[config.mk]
export PLATFORM = sky130hd
export DESIGN_NAME = fmap_load_ctrl
export DESIGN_NICKNAME = d
export VERILOG_FILES = /design/src/rtl/fmap_load_ctrl.sv
export SDC_FILE = /design/constraint.sdc
export NUM_CORES = 1
export LEC_CHECK = 0
export CAP_MARGIN = 20
export CELL_PAD_IN_SITES_DETAIL_PLACEMENT = 0
export CELL_PAD_IN_SITES_GLOBAL_PLACEMENT = 1
export CORE_MARGIN = 2
export CORE_UTILIZATION = 30
export DETAILED_ROUTE_END_ITERATION = 6
export GPL_TIMING_DRIVEN = 0
export PLACE_DENSITY = 0.66
export SLEW_MARGIN = 20
export SYNTH_ARGS = -nofsm -noshare
export SYNTH_HDL_FRONTEND = slang
export SYNTH_SLANG_ARGS = --single-unit
[constraint.sdc]
create_clock -name clk -period 6.4 [get_ports clk]
set_input_delay 1.28 -clock clk [delete_from_list [all_inputs] [get_ports clk]]
set_output_delay 1.28 -clock clk [all_outputs]
set_load 0.05 [all_outputs]
[src/rtl/fmap_load_ctrl.sv]
// Load sequencer for the column-to-matrix builder: clears the builder, issues ceil(m*n/4)
// word reads and forwards the returned words. Define FMAP_LOAD_ERR_EN to reject illegal sizes.
module fmap_load_ctrl #(
   parameter int DIM     = 32,
   parameter int AW      = 16,
   parameter int MAX_OUT = 4
) (
   input  logic                 clk,
   input  logic                 rst_n,
   input  logic                 cmd_valid,
   output logic                 cmd_ready,
   input  logic [AW-1:0]        cmd_addr,
   input  logic [$clog2(DIM):0] cmd_m,
   input  logic [$clog2(DIM):0] cmd_n,
   output logic                 mem_req_valid,
   input  logic                 mem_req_ready,
   output logic [AW-1:0]        mem_req_addr,
   input  logic                 mem_rsp_valid,
   input  logic [31:0]          mem_rsp_data,
   output logic                 bld_rst_n,
   output logic                 bld_en,
   output logic [31:0]          bld_data,
   output logic                 busy,
   output logic                 done,
   output logic                 err
);

   localparam int DW = $clog2(DIM) + 1;
   localparam int WW = $clog2(DIM * DIM) + 1;
   localparam int PW = 2 * DW + 1;
   localparam int OW = $clog2(MAX_OUT + 1);

   typedef enum logic [2:0] {IDLE, CLEAR, FETCH, DRAIN, FIN} state_t;

   state_t        state;
   logic [AW-1:0] base;
   logic [WW-1:0] words;
   logic [WW-1:0] issued;
   logic [WW-1:0] received;
   logic [OW-1:0] outstanding;

   logic [PW-1:0] prod;
   logic [WW-1:0] words_cmd;
   logic [WW-1:0] issued_nx;
   logic [WW-1:0] received_nx;
   logic [OW-1:0] outstanding_nx;
   logic          req_acc;
   logic          rsp_cnt;
   logic          rsp_dec;
   logic          cmd_bad;

`ifdef FMAP_LOAD_ERR_EN
   logic bad_q;
   assign cmd_bad = (cmd_m == '0) || (cmd_n == '0) ||
                    (cmd_m > DW'(DIM)) || (cmd_n > DW'(DIM));
`else
   assign cmd_bad = 1'b0;
   assign err     = 1'b0;
`endif

   always_comb begin
      // NOTE: every always_comb output is assigned on all paths, starting from a default, so no latch is inferred.
      prod           = PW'(cmd_m) * PW'(cmd_n);
      words_cmd      = WW'((prod + PW'(3)) >> 2);
      req_acc        = mem_req_valid & mem_req_ready;
      rsp_cnt        = mem_rsp_valid & ((state == FETCH) || (state == DRAIN));
      // A stray response with nothing outstanding must not wrap the counter.
      rsp_dec        = rsp_cnt & (outstanding != '0);
      issued_nx      = issued + WW'(req_acc);
      received_nx    = received + WW'(rsp_cnt);
      outstanding_nx = outstanding;
      unique case ({req_acc, rsp_dec})
         2'b10:   outstanding_nx = outstanding + OW'(1);
         2'b01:   outstanding_nx = outstanding - OW'(1);
         default: outstanding_nx = outstanding;
      endcase
   end

   // NOTE: all state and registered outputs use non-blocking assignments so every flop samples pre-edge values.
   always_ff @(posedge clk or negedge rst_n) begin
      if (!rst_n) begin
         state         <= IDLE;
         base          <= '0;
         words         <= '0;
         issued        <= '0;
         received      <= '0;
         outstanding   <= '0;
         cmd_ready     <= 1'b1;
         mem_req_valid <= 1'b0;
         mem_req_addr  <= '0;
         bld_rst_n     <= 1'b1;
         bld_en        <= 1'b0;
         bld_data      <= '0;
         busy          <= 1'b0;
         done          <= 1'b0;
`ifdef FMAP_LOAD_ERR_EN
         err           <= 1'b0;
         bad_q         <= 1'b0;
`endif
      end else begin
         done   <= 1'b0;
         bld_en <= (state != IDLE) & mem_rsp_valid;
         if ((state != IDLE) && mem_rsp_valid) begin
            bld_data <= mem_rsp_data;
         end

         unique case (state)
            IDLE: begin
               if (cmd_valid) begin
                  base      <= cmd_addr;
                  words     <= cmd_bad ? '0 : words_cmd;
                  cmd_ready <= 1'b0;
                  busy      <= 1'b1;
                  bld_rst_n <= 1'b0;
                  state     <= CLEAR;
`ifdef FMAP_LOAD_ERR_EN
                  bad_q     <= cmd_bad;
                  err       <= 1'b0;
`endif
               end
            end

            CLEAR: begin
               bld_rst_n   <= 1'b1;
               issued      <= '0;
               received    <= '0;
               outstanding <= '0;
               if (words == '0) begin
                  state <= FIN;
                  done  <= 1'b1;
`ifdef FMAP_LOAD_ERR_EN
                  err   <= bad_q;
`endif
               end else begin
                  state         <= FETCH;
                  mem_req_valid <= 1'b1;
                  mem_req_addr  <= base;
               end
            end

            FETCH: begin
               issued      <= issued_nx;
               received    <= received_nx;
               outstanding <= outstanding_nx;
               if (issued_nx == words) begin
                  state         <= DRAIN;
                  mem_req_valid <= 1'b0;
               end else begin
                  // An unaccepted request keeps issued and can only lose outstanding, so valid/addr hold.
                  mem_req_valid <= outstanding_nx < OW'(MAX_OUT);
                  mem_req_addr  <= base + AW'(issued_nx);
               end
            end

            DRAIN: begin
               received    <= received_nx;
               outstanding <= outstanding_nx;
               if (received == words) begin
                  state <= FIN;
                  done  <= 1'b1;
               end
            end

            FIN: begin
               state     <= IDLE;
               cmd_ready <= 1'b1;
               busy      <= 1'b0;
            end

            default: begin
               state     <= IDLE;
               cmd_ready <= 1'b1;
               busy      <= 1'b0;
            end
         endcase
      end
   end

endmodule

# Yosys cells after proc, flatten, opt, wreduce, memory -nomap -nowiden
# Cells that the tools add are included.
dict set report totals {
  reg_bits 109
  input_bits 65
  output_inout_bits 55
  wordCells 79
}
dict set report classes {
  add_sub_neg 6
  multipliers 1
  n_lt_le_gt_ge 1
  n_eq_ne 12
  muxes 23
  bitwise_logic 5
  reduce_logical 17
}
# cell count
set op_table {}
lappend op_table {{$pmux 11 s2} 2}
lappend op_table {{$mux 16} 2}
lappend op_table {{$pmux 16 s2} 1}
lappend op_table {{$add 11x1->11} 2}
lappend op_table {{$eq 11x11->1} 2}
lappend op_table {{$add 16x11->16} 1}
lappend op_table {{$add 12x2->13 const B} 1}
lappend op_table {{$mul 6x6->12} 1}
lappend op_table {{$mux 3} 4}
lappend op_table {{$pmux 3 s2} 2}
lappend op_table {{$pmux 3 s4} 1}
lappend op_table {{$logic_not 11->1} 1}
lappend op_table {{$pmux 1 s2} 5}
lappend op_table {{$reduce_and 2->1} 4}
lappend op_table {{$eq 3x2->1 const B} 2}
lappend op_table {{$mux 1} 6}
lappend op_table {{$ne 2x2->1 const B} 3}
lappend op_table {{$reduce_and 3->1} 2}
lappend op_table {{$reduce_bool 2->1} 3}
lappend op_table {{$reduce_bool 3->1} 2}
lappend op_table {{$and 1x1->1} 4}
lappend op_table {{$ne 2x1->1 const B} 2}
lappend op_table {{$add 3x1->3 const B} 1}
lappend op_table {{$eq 3x1->1 const B} 1}
lappend op_table {{10 further kinds} 10}

# Logic depth before layout (Yosys ltp)
# Gate-level depths: netlist of the first run.
dict set report depth {
  word_depth 9
  ltp_mapped 15
  ltp_nobuf 15
}

# Worst setup path after synthesis of the first run
# OpenSTA, ideal clock, no wires.
dict set report synth_timing {
  path_kind {input to register}
  start {in cmd_m[1]}
  end {reg words[8]}
  setup_ns 0.069
  arrival_ns 4.382
  required_time_ns 6.331
  slack_ns 1.949
  stages 12
  n_path_buf 0
  path_cell_list {and2_1 fa_1 fa_1 inv_1 fa_1 inv_1 ha_1 a21boi_0 o21ai_0 a21oi_1 or4_1 nand3_1}
}
dict set report synth_via {
  elab_chain_len 2
}
# item line
set synth_rtl {}
lappend synth_rtl {{start: declaration} 13} ;# input logic [$clog2(DIM):0] cmd_m,
lappend synth_rtl {{$mul 6x6->12} 63} ;# prod = PW'(cmd_m) * PW'(cmd_n);
lappend synth_rtl {{$add 12x2->13} 64} ;# words_cmd = WW'((prod + PW'(3)) >> 2);
lappend synth_rtl {{end signal: assignment} 111} ;# words <= cmd_bad ? '0 : words_cmd;
lappend synth_rtl {{end: declaration} 37} ;# logic [WW-1:0] words;
# Every way passes these cells.
# A chain may end at the register's enable or synchronous reset.

# Worst setup path after layout of the first run
dict set report layout_timing {
  start {in mem_req_ready}
  end {reg mem_req_addr[11]}
}
dict set report layout_via {
  elab_chain_len 5
  elab_cells_between_ends 8
}
# item line
set layout_rtl {}
lappend layout_rtl {{start: declaration} 16} ;# input logic mem_req_ready,
lappend layout_rtl {{$and 1x1->1 (*)} 65} ;# req_acc = mem_req_valid & mem_req_ready;
lappend layout_rtl {{$add 11x1->11 (*)} 69} ;# issued_nx = issued + WW'(req_acc);
lappend layout_rtl {{$add 16x11->16 or $eq 11x11->1 (tied branches)} {151, 145}}
lappend layout_rtl {{$mux 16 or $ne 2x2->1 (tied branches)} n/a}
lappend layout_rtl {{$pmux 16 s2 or $reduce_and 3->1 (tied branches)} n/a}
lappend layout_rtl {{end signal: assignment} 137} ;# mem_req_addr <= base;
lappend layout_rtl {{end signal: assignment} 151} ;# mem_req_addr <= base + AW'(issued_nx);
lappend layout_rtl {{end: declaration} 17} ;# output logic [AW-1:0] mem_req_addr,
# Mark *: on every way between the ends. The rest lies on a longest branch, timed or not. The select of a mux whose other input is x is not followed.

==> results of run 1 <==
==> how the worst min path moves through the flow <==
stage	startpoint	to	slack, ns	cells past startpoint
3_5_place_dp	bld_rst_n$_DFFE_PN1P_	bld_rst_n$_DFFE_PN1P_	0.45	2
4_1_cts	bld_rst_n$_DFFE_PN1P_	bld_rst_n$_DFFE_PN1P_	0.46	2
2_1_floorplan	issued[9]$_DFFE_PN0P_	issued[9]$_DFFE_PN0P_	0.45	1
6_report	bld_rst_n$_DFFE_PN1P_	bld_rst_n$_DFFE_PN1P_	0.46	2
3_3_place_gp	bld_rst_n$_DFFE_PN1P_	bld_rst_n$_DFFE_PN1P_	0.45	2
5_1_grt	bld_rst_n$_DFFE_PN1P_	bld_rst_n$_DFFE_PN1P_	0.48	2
==> through the flow <==
step                      hold slack, ns  instance area, µm²
after floorplan                   0.4505                6949
after global placement            0.4479                8487
after detailed placement          0.4488                8516
after CTS                         0.4618                8800
after global routing              0.4825                8800
final                             0.4579                8800
==> cells in the final DEF (no fill, tap or decap), types with 3 or more instances in the layout <==
| cell | netlist | routed |
|---|---|---|
| sky130_fd_sc_hd__clkbuf_16 | 0 | 9 |
| sky130_fd_sc_hd__a31oi_1 | 3 | 3 |
| sky130_fd_sc_hd__nor2b_1 | 4 | 4 |
| sky130_fd_sc_hd__xnor2_1 | 26 | 26 |
| sky130_fd_sc_hd__nor2_1 | 30 | 30 |
| sky130_fd_sc_hd__clkinvlp_4 | 0 | 3 |
| sky130_fd_sc_hd__fa_1 | 20 | 20 |
| sky130_fd_sc_hd__and3_1 | 5 | 5 |
| sky130_fd_sc_hd__nand2_1 | 220 | 220 |
| sky130_fd_sc_hd__a21oi_1 | 18 | 18 |
| sky130_fd_sc_hd__and2_1 | 27 | 27 |
| sky130_fd_sc_hd__mux2_4 | 10 | 10 |
| sky130_fd_sc_hd__clkdlybuf4s50_1 | 0 | 117 |
| sky130_fd_sc_hd__o21ai_0 | 47 | 47 |
| sky130_fd_sc_hd__o31ai_1 | 10 | 10 |
| sky130_fd_sc_hd__o211ai_1 | 3 | 3 |
| sky130_fd_sc_hd__nor3_1 | 16 | 16 |
| sky130_fd_sc_hd__a41oi_1 | 3 | 3 |
| sky130_fd_sc_hd__nand4_1 | 4 | 4 |
| sky130_fd_sc_hd__nor4_1 | 4 | 4 |
| sky130_fd_sc_hd__mux2_2 | 7 | 7 |
| sky130_fd_sc_hd__buf_4 | 3 | 3 |
| sky130_fd_sc_hd__xor2_1 | 19 | 19 |
| sky130_fd_sc_hd__o2111ai_1 | 6 | 6 |
| sky130_fd_sc_hd__buf_6 | 2 | 3 |
| sky130_fd_sc_hd__dfrtp_1 | 107 | 107 |
| sky130_fd_sc_hd__clkbuf_1 | 17 | 17 |
| sky130_fd_sc_hd__mux2i_1 | 4 | 4 |
| sky130_fd_sc_hd__a22o_1 | 6 | 6 |
| sky130_fd_sc_hd__ha_1 | 40 | 40 |
| sky130_fd_sc_hd__nand3_1 | 22 | 22 |
| sky130_fd_sc_hd__inv_1 | 45 | 45 |
| sky130_fd_sc_hd__xnor3_1 | 3 | 3 |
| sky130_fd_sc_hd__nand2b_1 | 4 | 4 |
==> sequential cells by signal, summed over array words and instances, names as in the netlist <==
name,count
words,11
received,11
base,16
mem_req_addr,16
cmd_ready,1
state,3
bld_data,32
mem_req_valid,1
bld_en,1
outstanding,3
bld_rst_n,1
done,1
busy,1
issued,11
==> area by class of cell <==
| type | count | share of cell area |
|---|---|---|
| inverter | 45 | 0.01920 |
| buffer | 28 | 0.01763 |
| timing repair buffer | 119 | 0.1375 |
| clock inverter | 7 | 0.006683 |
| tap | 285 | 0.04052 |
| clock buffer | 9 | 0.02559 |
| sequential | 109 | 0.3103 |
| multi-input combinational | 590 | 0.4426 |
==> report_power, final <==
group	internal, mW	leakage, nW	total [mW]	switching, mW
combinational	0.751	2.59	1.82	1.07
sequential	0.915	1.37	1.12	0.202
clock	0.271	0.132	0.553	0.282
total	1.94	4.09	3.49	1.55
==> per-layer routing <==
| metal | vias to the layer above | wire (µm) | share of wire | track usage |
|---|---|---|---|---|
| met5 | - | 0 | 0 | 0 |
| met4 | 0 | 208 | 0.012 | 0.04369 |
| met3 | 11 | 700 | 0.041 | 0.01667 |
| met2 | 117 | 7204 | 0.43 | 0.2219 |
| met1 | 2605 | 8775 | 0.52 | 0.2099 |
| li1 | 2820 | - | - | - |
==> logic make-up after synthesis <==
| group | after synthesis | share of synthesized area |
|---|---|---|
| AOI/OAI and AO/OA | 108 | 0.09687 |
| and+or+nand+nor | 351 | 0.2249 |
| DFF | 109 | 0.3929 |
| xor gates and xnor gates | 49 | 0.06986 |
| muxes | 21 | 0.03871 |
| other | 1 | 0.0005396 |
| buffers and inverters | 73 | 0.04663 |
| adders and majority gates | 60 | 0.1296 |
==> worst max-delay path: stages <==
cell,delay (ns)
sky130_fd_sc_hd__clkdlybuf4s50_1,0.46
sky130_fd_sc_hd__and2_1,0.29
sky130_fd_sc_hd__ha_1,0.27
sky130_fd_sc_hd__ha_1,0.32
sky130_fd_sc_hd__nand3_1,0.29
sky130_fd_sc_hd__nor3_1,0.39
sky130_fd_sc_hd__xor2_1,0.17
sky130_fd_sc_hd__ha_1,0.41
sky130_fd_sc_hd__and3_1,0.18
sky130_fd_sc_hd__nand3_1,0.09
sky130_fd_sc_hd__a41oi_1,0.37
sky130_fd_sc_hd__o21ai_0,0.16
sky130_fd_sc_hd__xnor2_1,0.18
sky130_fd_sc_hd__mux2_2,0.26
==> qor.tcl, run 1 <==
set qor(outcome) {finished clean}
set qor(numCtsBuffers) 9
set qor(cap_viol_max_count) 0
set qor(number_of_enable_type_register_cells_in_the_synthesized_netlist) 0
set qor(hold_buffers) 0
set qor(ir_worst_vdd_mv) 0.1368
set qor(first_drt_iteration_drcs) 281
set qor(design_power_total_mw) 3.492
set qor(io_buffers) 118
set qor(grt_max_degree) 69
set qor(std_cell_rows) 55
set qor(worst_ep_required_time_ns) 6.64
set qor(setup_slack_ns) 1.526
set qor(worst_r2r_startpoint) {mem_req_valid$_DFFE_PN0P_}
set qor(fmax_ghz) 0.2052
set qor(detail_route.first_pass.iterations) 6
set qor(ys_top_cells_by_count) {sky130_fd_sc_hd__nand2_1, sky130_fd_sc_hd__dfrtp_1, sky130_fd_sc_hd__o21ai_0, sky130_fd_sc_hd__inv_1, sky130_fd_sc_hd__ha_1}
set qor(dieHeight_um) 156.2
set qor(cts.root.buffer_cell) {sky130_fd_sc_hd__clkbuf_16}
set qor(cts_setup_buffers) 0
set qor(crit_path_start_kind) {input pin}
set qor(floorplan.die_area_um2) 24400
set qor(postSynth.asyncResetShare) 1.000
set qor(final_antenna_net_count) 0
set qor(grt_pass1_vias) 5477
set qor(antenna_found_initial) 0
set qor(p_leak_nw) 4.092
set qor(crit_type) {in2reg}
set qor(rsz_0062_raised_after_global_routing) {false}
set qor(final_layout_size_suffix_gt1_frac) 0.06505
set qor(diodes) 0
set qor(numnets_final) 1027
set qor(finalSetupTns_ns) 0
set qor(timing.slew.headroom) 0.4868
set qor(setup.reg_to_reg.worst_slack_ns) 2.50
set qor(min_tclk_post_route_ns) 4.874
set qor(cts.sinks) 109
set qor(skew_ns) 0.007995
set qor(routed_wl_um) 16890
set qor(syn-num-nets) 897
set qor(initial_core_util) 0.3060
set qor(final.period_utilization) 0.7616
set qor(cts.repair.resized) 0
set qor(worstHoldPathType) {reg2reg}
set qor(report.final.setup_viol) 0
set qor(synth_area_um2) 6949
set qor(dp_hpwl_um) 12730
set qor(grt_first_pass_wirelength_um) 28180
set qor(preCtsSetupSlack_ns) 1.150
set qor(path_clk_slew_ns) 0.08
set qor(maximum_fanout_encountered_on_the_critical_timing_path) 6
set qor(seq_area_um2) 2730
set qor(fin_cells) 1192
set qor(cts_tree) {yes}
set qor(global_route.usage.total) 0.1435
set qor(power_density_nw_per_um2) 396.9
set qor(cts_max_path_buffers) 2
set qor(vias) 5553
set qor(synth-warning-count) 0
set qor(synthesized_flop_and_latch_total) 109
set qor(routed_wire_length_per_instance_um) 14.17
set qor(floorplan.die.width_um) 156.2
set qor(synth_top_cell_by_area) {sky130_fd_sc_hd__dfrtp_1}
set qor(synthesis.area_per_instance_um2) 9.002
set qor(synthFlopType) {sky130_fd_sc_hd__dfrtp_1}
set qor(post_synthesis_cell_count) 772
set qor(ys_seq_area_frac) 0.3929
set qor(grt-ovfl-total) 0
set qor(ff2ff_path_depth) 13
set qor(cp-startpoint) {mem_req_ready}
set qor(insertion_delay_ns) 0.35
set qor(hold_violations) 0
set qor(regToRegEndpoint) {mem_req_addr[11]$_DFFE_PN0P_}
set qor(place_congestion) 0.8154
set qor(io-pin-count) 120
set qor(crit_end) {mem_req_addr[11]$_DFFE_PN0P_}
set qor(ctsHtreeMaxLevel) 3
set qor(placed_cell_count) 1176
set qor(area_growth_from_synthesis_to_layout_pct) 26.63
set qor(synthTopCellsByArea) {sky130_fd_sc_hd__dfrtp_1, sky130_fd_sc_hd__nand2_1, sky130_fd_sc_hd__ha_1}
set qor(route.detailed.drc) 0
set qor(final_slew_viol_count) 0
set qor(fill_cells) 2307
set qor(max_slew.worst_pin.slew_ns) 0.7669
set qor(post_synth_num_cell_types) 59
set qor(multiInputGateArea_um2) 3895
set qor(critPathCaptureType) {register}
set qor(synthDominantCellAreaShare) 0.3853
set qor(utilization) 0.3875
set qor(synth.most_common_cell) {sky130_fd_sc_hd__nand2_1}
set qor(post_drt_via_cell_ratio) 4.659
set qor(critical_path_arrival_ns) 5.12
set qor(standard_cell_core_area_um2) 22710
Power figures use the tool's default switching activity.
==> run 2: changes to the inputs <==
Clock period 6.4 ns to 4.64 ns, I/O delays scaled along.
==> run 2 against run 1 <==
  * Via count about the same
  * Core utilization up 0.055 points
  * Register-to-register slack worse by 1.6 ns
  * Sequential power up 38%
  * Critical endpoint is now words[8]$_DFFE_PN0P_
  * Largest cell class unchanged
==> qor.tcl, run 2 (synthesis gave the netlist of run 1 again) <==
set qor(outcome) {finished clean} ;# unchanged
set qor(setup_slack_ns) 0.2203 ;# was 1.526 ns
set qor(final_antenna_net_count) 0 ;# unchanged
set qor(antenna_found_initial) 0 ;# unchanged
set qor(critPathCaptureType) {register} ;# unchanged
set qor(fin_cells) 1192 ;# unchanged
set qor(timing.hold.ws_ns) 0.4580 ;# was 0.4579 ns
set qor(dr_wl_met2_um) 7210 ;# was 7204 µm
set qor(numCtsBuffers) 9 ;# unchanged
set qor(post_drt_via_cell_ratio) 4.657 ;# was 4.659
set qor(place_congestion) 0.8154 ;# unchanged
set qor(insertion_delay_ns) 0.35 ;# about the same
set qor(max_slew.worst_pin.slew_ns) 0.7372 ;# was 0.7669 ns
set qor(critical_path_arrival_ns) 4.71 ;# was 5.12 ns
set qor(grt_pass1_vias) 5477 ;# unchanged
set qor(placed_cell_count) 1176 ;# unchanged
set qor(cts_max_path_buffers) 2 ;# unchanged
set qor(power_density_nw_per_um2) 546.5 ;# was 396.9 nW/µm²
set qor(global_route.usage.total) 0.1435 ;# unchanged
set qor(hold_violations) 0 ;# unchanged
set qor(cts_tree) {yes} ;# unchanged
set qor(floorplan.die_area_um2) 24400 ;# unchanged
set qor(grt_max_degree) 69 ;# unchanged
set qor(report.final.setup_viol) 0 ;# unchanged
set qor(route.detailed.drc) 0 ;# unchanged
set qor(cp_cell_sequence) {clkdlybuf4s50_1 > and2_1 > fa_1 > inv_1 > fa_1 > fa_1 > inv_1 > ha_1 > o21ai_0 > a21boi_1 > o21ai_1 > a21oi_1 > or4_1 > nand3_1} ;# was clkdlybuf4s50_1 > and2_1 > ha_1 > ha_1 > nand3_1 > nor3_1 > xor2_1 > ha_1 > and3_1 > nand3_1 > a41oi_1 > o21ai_0 > xnor2_1 > mux2_2
set qor(final_slew_viol_count) 0 ;# unchanged
set qor(placedInstanceArea_um2) 8516 ;# unchanged
set qor(worst_r2r_startpoint) {mem_req_valid$_DFFE_PN0P_} ;# unchanged
set qor(cp-startpoint) {cmd_m[3]} ;# was mem_req_ready
set qor(worst_ep_required_time_ns) 4.93 ;# was 6.64 ns
set qor(detail_route.first_pass.iterations) 6 ;# unchanged
set qor(preCtsSetupSlack_ns) -0.2577 ;# was 1.150 ns
set qor(standard_cell_core_area_um2) 22710 ;# unchanged
set qor(m1_wl_um) 8696 ;# was 8775 µm
set qor(diodes) 0 ;# unchanged
set qor(cts_setup_buffers) 0 ;# unchanged
set qor(cpPeakStageDelay_ns) 0.54 ;# was 0.46 ns
set qor(largest_register_ff_count) 32 ;# unchanged
set qor(detail_route_met3_wl_um) 722 ;# was 700 µm
set qor(utilization) 0.3880 ;# was 0.3875
set qor(crit_path_start_kind) {input pin} ;# unchanged
set qor(cts.repair.resized) 0 ;# unchanged
set qor(largest-register) {bld_data} ;# unchanged
set qor(io-pin-count) 120 ;# unchanged
set qor(routed_wl_um) 16840 ;# was 16890 µm
set qor(biggestRegsByFlops) {bld_data: 32 flops, base: 16 flops, mem_req_addr: 16 flops} ;# unchanged
set qor(vias) 5551 ;# was 5553
set qor(hold_buffers) 0 ;# unchanged
set qor(top_layer_used) {met4} ;# unchanged
set qor(area_growth_from_synthesis_to_layout_pct) 26.81 ;# was 26.63%
set qor(initial_core_util) 0.3060 ;# unchanged
set qor(rsz_0062_raised_after_global_routing) {false} ;# unchanged
set qor(cp.buffers_inverters) 3 ;# was 1
set qor(skew_ns) 0.008019 ;# was 0.007995 ns
set qor(path_clk_slew_ns) 0.08 ;# about the same
set qor(timing.slew.headroom) 0.5067 ;# was 0.4868
set qor(cap_viol_max_count) 0 ;# unchanged
set qor(critical_path.top_delay_family) {adder cells} ;# was simple AND/OR/NAND/NOR gates
set qor(most-common-layout-cells) {sky130_fd_sc_hd__nand2_1, sky130_fd_sc_hd__clkdlybuf4s50_1, sky130_fd_sc_hd__dfrtp_1} ;# unchanged
set qor(final.period_utilization) 0.9525
set qor(routed_wire_length_per_instance_um) 14.13 ;# was 14.17 µm
set qor(cts.root.buffer_cell) {sky130_fd_sc_hd__clkbuf_16} ;# unchanged
set qor(worstHoldPathType) {reg2reg} ;# unchanged
set qor(cts.sinks) 109 ;# unchanged
set qor(setup.reg_to_reg.worst_slack_ns) 0.92 ;# was 2.50 ns
set qor(io_buffers) 118 ;# unchanged
set qor(dieHeight_um) 156.2 ;# unchanged
set qor(fmax_ghz) 0.2263
set qor(crit_type) {in2reg} ;# unchanged
set qor(maximum_fanout_encountered_on_the_critical_timing_path) 6 ;# unchanged
set qor(final_area_um2) 8812 ;# was 8800 µm²
set qor(cp_dominant_cell_by_count) {sky130_fd_sc_hd__fa_1} ;# was sky130_fd_sc_hd__ha_1
set qor(slowest_stage) {sky130_fd_sc_hd__fa_1} ;# was sky130_fd_sc_hd__clkdlybuf4s50_1
set qor(grt_first_pass_wirelength_um) 28180 ;# unchanged
set qor(ff2ff_path_depth) 13 ;# unchanged
set qor(first_drt_iteration_drcs) 337 ;# was 281
set qor(final_common_cell) {sky130_fd_sc_hd__nand2_1} ;# unchanged
set qor(dp_hpwl_um) 12730 ;# unchanged
set qor(crit_end) {words[8]$_DFFE_PN0P_} ;# was mem_req_addr[11]$_DFFE_PN0P_
set qor(std_cell_rows) 55 ;# unchanged
set qor(ir_worst_vdd_mv) 0.1906 ;# was 0.1368 mV
set qor(p_leak_nw) 4.092 ;# about the same
set qor(grt-ovfl-total) 0 ;# unchanged
set qor(ctsHtreeMaxLevel) 3 ;# unchanged
set qor(numnets_final) 1027 ;# unchanged
set qor(crit_cells) 14 ;# unchanged
set qor(min_tclk_post_route_ns) 4.420
set qor(final_layout_size_suffix_gt1_frac) 0.06836 ;# was 0.06505
set qor(regToRegEndpoint) {mem_req_addr[11]$_DFFE_PN0P_} ;# unchanged
set qor(floorplan.die.width_um) 156.2 ;# unchanged
## run 2: cell counts in the layout (fill, tap and decap cells not counted)
Identical to the previous run, type by type.
## run 2: layout make-up
| cell class | count | area, µm² |
|---|---|---|
| clock inverters | 7 | 58.81 |
| inverters | 45 | 168.9 |
| clock buffers | 9 | 225.2 |
| multi-input cells | 590 | 3908 |
| repair buffers | 119 | 1210 |
| plain buffers | 28 | 155.1 |
| fillers | 2309 | 13900 |
| flip-flops and latches | 109 | 2730 |
| well taps | 285 | 356.6 |
## run 2: through the flow
stage	total power, mW	setup TNS, ns
4_1_cts	4.883	0
2_1_floorplan	3.319	0
5_1_grt	5.200	0
3_5_place_dp	4.095	-1.324
3_3_place_gp	4.080	-209.80
6_report	4.816	0
## run 2: worst reg2reg max path: stages, from the launching register on
cell and delay [ns]:
sky130_fd_sc_hd__dfrtp_1 0.39, sky130_fd_sc_hd__and2_1 0.29, sky130_fd_sc_hd__ha_1 0.27, sky130_fd_sc_hd__ha_1 0.33
sky130_fd_sc_hd__nand3_2 0.22, sky130_fd_sc_hd__xnor2_1 0.19, sky130_fd_sc_hd__ha_1 0.38, sky130_fd_sc_hd__nand3_1 0.12
sky130_fd_sc_hd__o2111ai_1 0.31, sky130_fd_sc_hd__nand3_1 0.14, sky130_fd_sc_hd__a41oi_1 0.37, sky130_fd_sc_hd__o21ai_0 0.16
sky130_fd_sc_hd__xnor2_1 0.18, sky130_fd_sc_hd__mux2_2 0.26
## run 2: worst min-delay path by stage
| stage | depth (start not counted) | to | slack [ns] | from |
|---|---|---|---|---|
| finish | 2 | bld_rst_n$_DFFE_PN1P_ | 0.46 | bld_rst_n$_DFFE_PN1P_ |
| CTS | 2 | bld_rst_n$_DFFE_PN1P_ | 0.46 | bld_rst_n$_DFFE_PN1P_ |
| global route | 2 | bld_rst_n$_DFFE_PN1P_ | 0.48 | bld_rst_n$_DFFE_PN1P_ |
| floorplan | 1 | issued[9]$_DFFE_PN0P_ | 0.45 | issued[9]$_DFFE_PN0P_ |
| global placement | 2 | bld_rst_n$_DFFE_PN1P_ | 0.45 | bld_rst_n$_DFFE_PN1P_ |
| detailed placement | 2 | bld_rst_n$_DFFE_PN1P_ | 0.45 | bld_rst_n$_DFFE_PN1P_ |
## run 2: layer usage
metal	track usage	up-vias
met5	0	-
met4	0.04369	0
met3	0.01667	11
met2	0.2219	115
met1	0.2099	2605
li1	-	2820
## run 2: power breakdown
part / switching [mW] / internal [mW]
Clock: 0.388 / 0.374
Combinational: 1.48 / 1.04
Sequential: 0.277 / 1.26
Total: 2.14 / 2.67
